### src/rtl/cfa_pkg.sv
// rtl/cfa_pkg.sv - shared types and constants for the CFA raster generator
package cfa_pkg;

    typedef enum logic {
        IDLE = 1'b0,
        RUN  = 1'b1
    } raster_state_t;

    localparam logic [1:0] CFA_R  = 2'b00;
    localparam logic [1:0] CFA_GR = 2'b01;
    localparam logic [1:0] CFA_GB = 2'b10;
    localparam logic [1:0] CFA_B  = 2'b11;

    localparam int CFA_IMG_W  = 512;
    localparam int CFA_IMG_H  = 256;
    localparam int CFA_ADDR_W = 17;

endpackage

### src/rtl/cfa_raster_gen_if.sv
// rtl/cfa_raster_gen_if.sv - control and beat signals of the CFA raster generator
interface cfa_raster_if
    import cfa_pkg::*;
#(
    parameter int ADDR_W = CFA_ADDR_W,
    parameter int X_W    = $clog2(CFA_IMG_W),
    parameter int Y_W    = $clog2(CFA_IMG_H)
);
    logic              start;
    logic              cont;
    logic              abort;
    logic [ADDR_W-1:0] base_addr;
    logic              en;
    logic              valid;
    logic [ADDR_W-1:0] address;
    logic [X_W-1:0]    x;
    logic [Y_W-1:0]    y;
    logic [1:0]        cfa_phase;
    logic              sof;
    logic              eol;
    logic              eof;
    logic              busy;
    logic              done;

    // master is the generator issuing beats; slave is the frame-buffer/demosaic side
    modport master (
        input  start, cont, abort, base_addr, en,
        output valid, address, x, y, cfa_phase, sof, eol, eof, busy, done
    );

    modport slave (
        output start, cont, abort, base_addr, en,
        input  valid, address, x, y, cfa_phase, sof, eol, eof, busy, done
    );

endinterface

### src/rtl/cfa_wrap_cnt.sv
// rtl/cfa_wrap_cnt.sv - wrapping counter with enable, synchronous clear-load and terminal count
module cfa_wrap_cnt #(
    parameter int W   = 9,
    parameter int MAX = 511
) (
    input  logic         clk,
    input  logic         rst_n,
    input  logic         en_i,
    input  logic         load_i,
    output logic [W-1:0] cnt_o,
    output logic         tc_o
);
    localparam logic [W-1:0] LAST = W'(MAX);

    logic [W-1:0] cnt_q;
    logic [W-1:0] cnt_d;

    always_comb begin
        cnt_d = cnt_q;
        if (load_i) begin
            cnt_d = '0;
        end else if (en_i) begin
            cnt_d = (cnt_q == LAST) ? '0 : cnt_q + W'(1);
        end
    end

    always_ff @(posedge clk or negedge rst_n) begin
        if (!rst_n) begin
            cnt_q <= '0;
        end else begin
            cnt_q <= cnt_d;
        end
    end

    assign cnt_o = cnt_q;
    assign tc_o  = (cnt_q == LAST);

endmodule

### src/rtl/cfa_raster_gen.sv
// rtl/cfa_raster_gen.sv - raster address generator walking an IMG_W x IMG_H frame with Bayer tags
module cfa_raster_gen
    import cfa_pkg::*;
#(
    parameter int IMG_W  = CFA_IMG_W,
    parameter int IMG_H  = CFA_IMG_H,
    parameter int ADDR_W = CFA_ADDR_W,
    parameter int X_W    = $clog2(IMG_W),
    parameter int Y_W    = $clog2(IMG_H)
) (
    input  logic          clk,
    input  logic          rst,
    cfa_raster_if.master  bus
);
    raster_state_t     state_q;
    logic              valid_q;
    logic              busy_q;
    logic              done_q;
    logic [ADDR_W-1:0] addr_q;
    logic [ADDR_W-1:0] base_q;

    logic [X_W-1:0] x_q;
    logic [Y_W-1:0] y_q;
    logic           x_tc;
    logic           y_tc;
    logic           accept;
    logic           last_beat;
    logic           start_ok;

    assign accept    = valid_q && bus.en;
    assign last_beat = accept && x_tc && y_tc;
    assign start_ok  = (state_q == IDLE) && bus.start && !bus.abort;

    // both counters wrap to (0,0) on their own after the last pixel, so a
    // continuous-mode reload needs no explicit clear
    cfa_wrap_cnt #(.W(X_W), .MAX(IMG_W - 1)) u_x_cnt (
        .clk    (clk),
        .rst_n  (rst),
        .en_i   (accept),
        .load_i (start_ok),
        .cnt_o  (x_q),
        .tc_o   (x_tc)
    );

    cfa_wrap_cnt #(.W(Y_W), .MAX(IMG_H - 1)) u_y_cnt (
        .clk    (clk),
        .rst_n  (rst),
        .en_i   (accept && x_tc),
        .load_i (start_ok),
        .cnt_o  (y_q),
        .tc_o   (y_tc)
    );

    always_ff @(posedge clk or negedge rst) begin
        if (!rst) begin
            state_q <= IDLE;
            valid_q <= 1'b0;
            busy_q  <= 1'b0;
            done_q  <= 1'b0;
            addr_q  <= '0;
            base_q  <= '0;
        end else begin
            done_q <= 1'b0;
            if (bus.abort) begin
                state_q <= IDLE;
                valid_q <= 1'b0;
                busy_q  <= 1'b0;
            end else begin
                case (state_q)
                    IDLE: begin
                        if (bus.start) begin
                            state_q <= RUN;
                            valid_q <= 1'b1;
                            busy_q  <= 1'b1;
                            base_q  <= bus.base_addr;
                            addr_q  <= bus.base_addr;
                        end
                    end
                    RUN: begin
                        if (last_beat) begin
                            done_q <= 1'b1;
                            if (bus.cont) begin
                                addr_q <= base_q;
                            end else begin
                                state_q <= IDLE;
                                valid_q <= 1'b0;
                                busy_q  <= 1'b0;
                            end
                        end else if (accept) begin
                            addr_q <= addr_q + ADDR_W'(1);
                        end
                    end
                    default: state_q <= IDLE;
                endcase
            end
        end
    end

    assign bus.valid     = valid_q;
    assign bus.address   = addr_q;
    assign bus.x         = x_q;
    assign bus.y         = y_q;
    assign bus.busy      = busy_q;
    assign bus.done      = done_q;
    // markers are gated by valid so they read 0 whenever no beat is presented
    assign bus.sof       = valid_q && (x_q == '0) && (y_q == '0);
    assign bus.eol       = valid_q && x_tc;
    assign bus.eof       = valid_q && x_tc && y_tc;
    assign bus.cfa_phase = valid_q ? {y_q[0], x_q[0]} : CFA_R;

endmodule

### src/flat_wrapper.sv
// flat-port wrapper written by rule: the top's interface ports become plain ports
module cfa_raster_gen_flat import cfa_pkg::*;
#(
    parameter int IMG_W  = CFA_IMG_W,
    parameter int IMG_H  = CFA_IMG_H,
    parameter int ADDR_W = CFA_ADDR_W,
    parameter int X_W    = $clog2(IMG_W),
    parameter int Y_W    = $clog2(IMG_H)
)
  (clk, rst, bus_start, bus_cont, bus_abort, bus_base_addr, bus_en, bus_valid, bus_address, bus_x, bus_y, bus_cfa_phase, bus_sof, bus_eol, bus_eof, bus_busy, bus_done);
  cfa_raster_if #(.ADDR_W(ADDR_W), .X_W(X_W), .Y_W(Y_W)) bus_i ();
  input  logic clk;
  input  logic rst;
  input wire logic [$bits(bus_i.start)-1:0] bus_start;
  input wire logic [$bits(bus_i.cont)-1:0] bus_cont;
  input wire logic [$bits(bus_i.abort)-1:0] bus_abort;
  input wire logic [$bits(bus_i.base_addr)-1:0] bus_base_addr;
  input wire logic [$bits(bus_i.en)-1:0] bus_en;
  output wire logic [$bits(bus_i.valid)-1:0] bus_valid;
  output wire logic [$bits(bus_i.address)-1:0] bus_address;
  output wire logic [$bits(bus_i.x)-1:0] bus_x;
  output wire logic [$bits(bus_i.y)-1:0] bus_y;
  output wire logic [$bits(bus_i.cfa_phase)-1:0] bus_cfa_phase;
  output wire logic [$bits(bus_i.sof)-1:0] bus_sof;
  output wire logic [$bits(bus_i.eol)-1:0] bus_eol;
  output wire logic [$bits(bus_i.eof)-1:0] bus_eof;
  output wire logic [$bits(bus_i.busy)-1:0] bus_busy;
  output wire logic [$bits(bus_i.done)-1:0] bus_done;
  assign bus_i.start = bus_start;
  assign bus_i.cont = bus_cont;
  assign bus_i.abort = bus_abort;
  assign bus_i.base_addr = bus_base_addr;
  assign bus_i.en = bus_en;
  assign bus_valid = bus_i.valid;
  assign bus_address = bus_i.address;
  assign bus_x = bus_i.x;
  assign bus_y = bus_i.y;
  assign bus_cfa_phase = bus_i.cfa_phase;
  assign bus_sof = bus_i.sof;
  assign bus_eol = bus_i.eol;
  assign bus_eof = bus_i.eof;
  assign bus_busy = bus_i.busy;
  assign bus_done = bus_i.done;
  cfa_raster_gen #(.IMG_W(IMG_W), .IMG_H(IMG_H), .ADDR_W(ADDR_W), .X_W(X_W), .Y_W(Y_W)) u_core (.clk(clk), .rst(rst), .bus(bus_i));
endmodule
### config.mk
export PLATFORM = sky130hd
export DESIGN_NAME = cfa_raster_gen_flat
export DESIGN_NICKNAME = d
export VERILOG_FILES = /design/src/rtl/cfa_pkg.sv /design/src/rtl/cfa_raster_gen_if.sv /design/src/rtl/cfa_wrap_cnt.sv /design/src/rtl/cfa_raster_gen.sv /design/src/flat_wrapper.sv
export SDC_FILE = /design/constraint.sdc
export NUM_CORES = 1
export LEC_CHECK = 0
export CAP_MARGIN = 40
export CORE_UTILIZATION = 26
export CTS_CLUSTER_DIAMETER = 200
export CTS_CLUSTER_SIZE = 28
export DETAILED_ROUTE_END_ITERATION = 10
export SKIP_CTS_REPAIR_TIMING = 1
export SLEW_MARGIN = 20
export SYNTH_ARGS = -nofsm -noshare
export SYNTH_HDL_FRONTEND = slang
export SYNTH_SLANG_ARGS = --single-unit
### constraint.sdc
create_clock -name clk -period 2.49 [get_ports clk]
set_input_delay 0.498 -clock clk [delete_from_list [all_inputs] [get_ports clk]]
set_output_delay 0.498 -clock clk [all_outputs]
set_load 0.02 [all_outputs]
; Word-level counts from Yosys, hierarchy flattened
; Cells that the tools add are included.
; W data, S select, Z words.
[word_totals]
reg_bits = 54
inputBits = 23
out_inout_bits = 42
[classes]
addsub = 3
n_eq_ne = 8
muxes = 25
bitwise_logic = 2
n_reduce_logical = 17
[ops]
columns = cell, count
row1 = $mux W17, 4
row2 = $pmux W17 S2, 1
row3 = $mux W9, 3
row4 = $mux W8, 3
row5 = $add A17 B1 Y17 const B, 1
row6 = $ne A3 B3 Y1 const B, 5
row7 = $mux W1, 11
row8 = $add A9 B1 Y9 const B, 1
row9 = $eq A9 B9 Y1 const B, 1
row10 = $logic_and A1 B1 Y1, 9
row11 = $logic_not A9 Y1, 1
row12 = $add A8 B1 Y8 const B, 1
row13 = $eq A8 B8 Y1 const B, 1
row14 = $logic_not A8 Y1, 1
row15 = $reduce_and A3 Y1, 2
row16 = $pmux W1 S2, 2
row17 = $reduce_and A4 Y1, 1
row18 = $reduce_bool A2 Y1, 2
row19 = $mux W2, 1
row20 = $ne A2 B2 Y1 const B, 1
row21 = $not A1 Y1, 2
row22 = $logic_not A1 Y1, 1

; Logic depth before layout (Yosys ltp)
[logic_depth]
depth_word = 6
mapped_depth = 11
ltp_nobuf = 10

; Cells and area by module
; Synthesis repeated with hierarchy kept, for this count alone.
[unflattened]
hier_cells = 368
hier_area_um2 = 3243.1
[modules_own_cells]
columns = mod, n_inst, cells_per_inst, area_each_um2, seq_area_each_um2
row1 = cfa_raster_gen, 1, 270, 2312.2, 925.9
row2 = cfa_wrap_cnt (u_core.u_x_cnt), 1, 52, 496.7, 225.2
row3 = cfa_wrap_cnt (u_core.u_y_cnt), 1, 46, 434.2, 200.2

; Least setup slack after synthesis
; Ideal clock, no wire load.
[synth_timing]
path_kind = flip-flop to output port
startpoint = reg u_core.u_x_cnt.cnt_q[0] (netlist: u_core.u_x_cnt.cnt_o[0])
endpoint = out bus_eof
arrival_time_ns = 2.266
t_required_ns = 1.992
setup_slack_ns = -0.274
stages_incl_launch_ff = 9
n_path_buf = 1
path_cell_list = dfrtp_1 > ha_1 > and3_1 > and3_1 > and3_1 > ha_1 > clkbuf_1 > and2_1 > and2_1
[synth_between]
elab_chain_len = 3
[synth_lines]
columns = item, line_no
row1 = from (decl), cfa_wrap_cnt.sv:15  ; logic [W-1:0] cnt_q;
row2 = from (signal assigned), cfa_wrap_cnt.sv:31  ; cnt_q <= cnt_d;
row3 = $eq A9 B9 Y1, cfa_wrap_cnt.sv:36  ; assign tc_o = (cnt_q == LAST);
row4 = $logic_and A1 B1 Y1, --
row5 = named net bus_eol, flat_wrapper.sv:25  ; output wire logic [$bits(bus_i.eol)-1:0] bus_eol;
row6 = $logic_and A1 B1 Y1, cfa_raster_gen.sv:108  ; assign bus.eof = valid_q && x_tc && y_tc;
row7 = to (decl), flat_wrapper.sv:26  ; output wire logic [$bits(bus_i.eof)-1:0] bus_eof;
; The timed path passes the listed nets, and every way through them passes these cells.

; Final worst setup path
[layout_timing]
startpoint = reg u_core.u_x_cnt.cnt_q[0] (netlist: u_core.u_x_cnt.cnt_o[0])
endpoint = reg u_core.addr_q[1] (netlist: u_core.bus.address[1])
[layout_between]
elab_chain_len = 5
elab_cells_between_ends = 8
classes_between = eq/ne (3) / mux (2) / reduce/logical (3)
[layout_lines]
columns = item, line_no
row1 = $eq A9 B9 Y1 *, cfa_wrap_cnt.sv:36
row2 = $logic_and A1 B1 Y1 * (2 in a row), cfa_raster_gen.sv:31  ; assign last_beat = accept && x_tc && y_tc;
row3 = $ne A3 B3 Y1 (no source line) or $mux W17 (tied branches), --
row4 = $reduce_and A4 Y1 (no source line) or $pmux W17 S2 (tied branches), --
row5 = to (signal assigned), cfa_raster_gen.sv:76  ; addr_q <= bus.base_addr;
row6 = to (signal assigned), cfa_raster_gen.sv:83  ; addr_q <= base_q;
row7 = to (signal assigned), cfa_raster_gen.sv:90  ; addr_q <= addr_q + ADDR_W'(1);
row8 = to (decl), cfa_raster_gen.sv:19  ; logic [ADDR_W-1:0] addr_q;
; Every way passes the cells marked *; elsewhere a longest branch is shown, timed or not.
; A chain may end at the register's enable or synchronous reset.

==> impl_results.md <==
- WP data arrival: 2840 ps
- WP depth: 12
- Final setup vio count: 17
- Worst endpoint required time: 2730 ps
- Antenna cells: 0
- Top delay family on crit path: simple AND/OR/NAND/NOR gates
- Chip Width: 111 um
- Post-Syn Area: 0.00309 mm^2
- Fin crit share: 104%
- Setup slack, reg-to-reg: -110 ps
- Root buf cell: clkbuf_16
- Final Non-Filler Cells: 564
- Storage cell area: 0.00135 mm^2
- Worst R2R End: u_core.bus.address[1]
- Yosys cell types: 52
- Max Cap Violations: 0
- Worst Path Buf+Inv: 2
- Vias: 2,903
- Area growth from synthesis to layout: 46.9%
- IO buf count: 64
- Ys async rst share: 100%
- Placed cells: 547
- Worst Tran Pin Value: 538 ps
- Critical Path End Type: flop
- Htree depth: 2
- Final core occ: 39.5%
- Post-DR wirelength/cell: 15.7 um
- Site Rows: 39
- Ratio of cells with drive above 1 in the final layout: 26.4%
- Total Routing Usage GR: 13.8%
- Final Max Slew Viols: 0
- R2R Path Start: u_core.u_x_cnt.cnt_o[0]
- Worst IR Drop VDD: 0.298 mV
- Worst reg-to-reg path cell count: 12
- CP peak stage delay: 430 ps
- Sequential area share after synthesis: 43.8%
- Initial antenna violation count: 0
- Final worst setup slack: -109 ps
- Unrepaired setup endpoints after global routing: true
- Final Critical Period: 2600 ps
- Initial cell density of the core: 26.9%
- Crit path cell chain: ha_4 > and3_4 > and3_4 > and3_4 > ha_4 > buf_6 > and3_4 > and3_4 > a221o_2 > buf_12 > a211oi_2 > a21o_1
- Startpoint Class: flop
- Critical Path Fanout Max: 8
- Failing checks: negative setup slack
- Cell seen most often among critical-path stages: and3_4
- CTS max path bufs: 2
- Drc violations: 0
- Die ar.: 0.0123 mm^2
- Vias per Instance: 5.15
- Global placer's final weighted congestion: 0.819
- Num CTS Buffers: 5
- Fillers: 1,105
- Grt total ovfl: 0
- Final Skew: 9.09 ps
- Chip Height: 111 um
- Hold Vio Cnt, Final: 0
- FMAX: 0.385 GHz
- Mapped Nets: 355
- Antenna viol nets, final: 0
- Clock transition at the registers of the reported paths: 70 ps
- HP Class: primary input to async pin
- Syn_area_per_cell: 9.46 um^2
- Routed wire length: 8850 um
- Core area: 0.0115 mm^2
- Clock Latency Late Sink: 290 ps
- TritonRoute pass-1 iters: 5
- Footprint of the multi-input gates: 0.00174 mm^2
- Top Ports: 65
- Pwr Density: 584 mW/mm^2
- Status: finished with violations
- Leakage: 0.00186 uW
- Detailed placement HPWL: 6140 um
- Worst path slowest cell: dfrtp_2
- Crit path kind: flop to flop
- Final Net Count: 449
- Clk sinks: 54
- EDFF count, synth: 0
- First-pass GRT wire length: 13,800 um
- CTS tree: done
- Synth Register Bits: 54
- Post-synth top flop: dfrtp_1
- Slew Limit Headroom: 64.1%
- Largest net degree at the start of global routing: 36
- Vias in the first global route: 2,741
- 1st-iter DRT viols: 98
- Synthesized instance count: 326
- Syn. warnings: 0
[per-stage QoR]
stage,cell area [um^2],TNS (ps),hold slack [ps],power [uW],setup slack [ps]
5_1_grt,4530,-2040,203,2780,-182
6_report,4530,-906,183,2650,-109
3_5_place_dp,4110,-2440,490,1820,-214
4_1_cts,4280,-3110,195,2630,-470
2_1_floorplan,3130,-13.0,202,1490,-2.36
3_3_place_gp,4110,-1280,481,1800,-124
[synthesized netlist by cell type (8+ instances only)]
cell	instances	area, um^2
dfrtp_1	54	1350
nor2_1	35	131
o21ai_0	25	125
nand2_1	22	82.6
a21oi_1	18	90.1
mux2_2	17	191
and3_1	11	68.8
nand3_1	9	45.0
a221oi_1	8	70.1
a31oi_1	8	50.1
inv_1	8	30.0
nor3_1	8	40.0
[final cells by class]
class                      count  area share (%)
sequential                    54            29.9
tap                          143            3.95
timing repair buffer         104            23.2
multi-input combinational    246            38.5
inverter                       9           0.745
clock inverter                 3           0.966
clock buffer                   5            2.76
[state kept, by name, indices dropped and copies added (netlist names)]
name and count:
u_core.bus.done 1, u_core.bus.address 17, u_core.base_q 17, u_core.u_y_cnt.cnt_o 8, u_core.state_q 1, u_core.u_x_cnt.cnt_o 9, u_core.bus.valid 1
[logic make-up (layout without fill, tap and decap cells)]
group | count (synthesis) | after routing | synth area share (%)
buffers and inverters | 26 | 121 | 4.66
AND/OR/NAND/NOR | 129 | 129 | 22.6
AO/OA/AOI/OAI | 90 | 90 | 19.1
multiplexers | 18 | 18 | 6.53
flip-flops | 54 | 54 | 43.8
adder cells (fa/ha/maj) | 6 | 6 | 2.43
XOR/XNOR | 3 | 3 | 0.852
[metal layers]
layer  vias to the layer above  track usage [%]  wire (um)
li1                       1399                -          -
met1                      1426             18.3       3890
met2                        70             23.1       4430
met3                         8             2.35        429
met4                         0             3.82        106
met5                         -                0          0
[worst reg2reg max path: cells and delay by family, from the launching register on]
family	cells	cell delay (ps)
and+or+nand+nor	5	790
AOI/OAI and AO/OA	3	700
DFF	1	430
adders and majority gates	2	330
buffers and inverters	2	290
[power by group]
part | total, uW | switching (uW) | internal, uW
Combinational | 678 | 332 | 346
Sequential | 1170 | 165 | 1000
Clock | 801 | 324 | 477
[layout by cell type, fill, tap and decap left out, drive strengths merged, types with 2 or more instances in the layout]
cell,count
clkdlybuf4s50,60
a211oi,7
nand4,7
nor2,35
dlymetal6s2s,2
or3,2
or4,2
nor2b,5
mux2,17
clkbuf,8
buf,39
dfrtp,54
ha,6
nor3,11
o21ai,32
o22ai,3
clkinv,2
nor3b,6
nor4,7
nand3,11
inv,9
xor2,3
a31oi,8
and2,4
o31a,4
nand2,23
and3,12
a21oi,18
a221oi,9
[worst max path at each step]
stage	slack, ps	to	from
final	-110	u_core.bus.address[1]	u_core.u_x_cnt.cnt_o[0]
after global routing	-180	u_core.bus.address[1]	u_core.u_x_cnt.cnt_o[0]
after CTS	-470	bus_eof	u_core.u_x_cnt.cnt_o[1]
after global placement	-120	bus_eof	u_core.u_x_cnt.cnt_o[1]
after floorplan	-2	u_core.bus.address[9]	u_core.u_x_cnt.cnt_o[0]
after detailed placement	-210	u_core.bus.address[4]	u_core.u_x_cnt.cnt_o[1]
(Power assumes the default switching activity.)
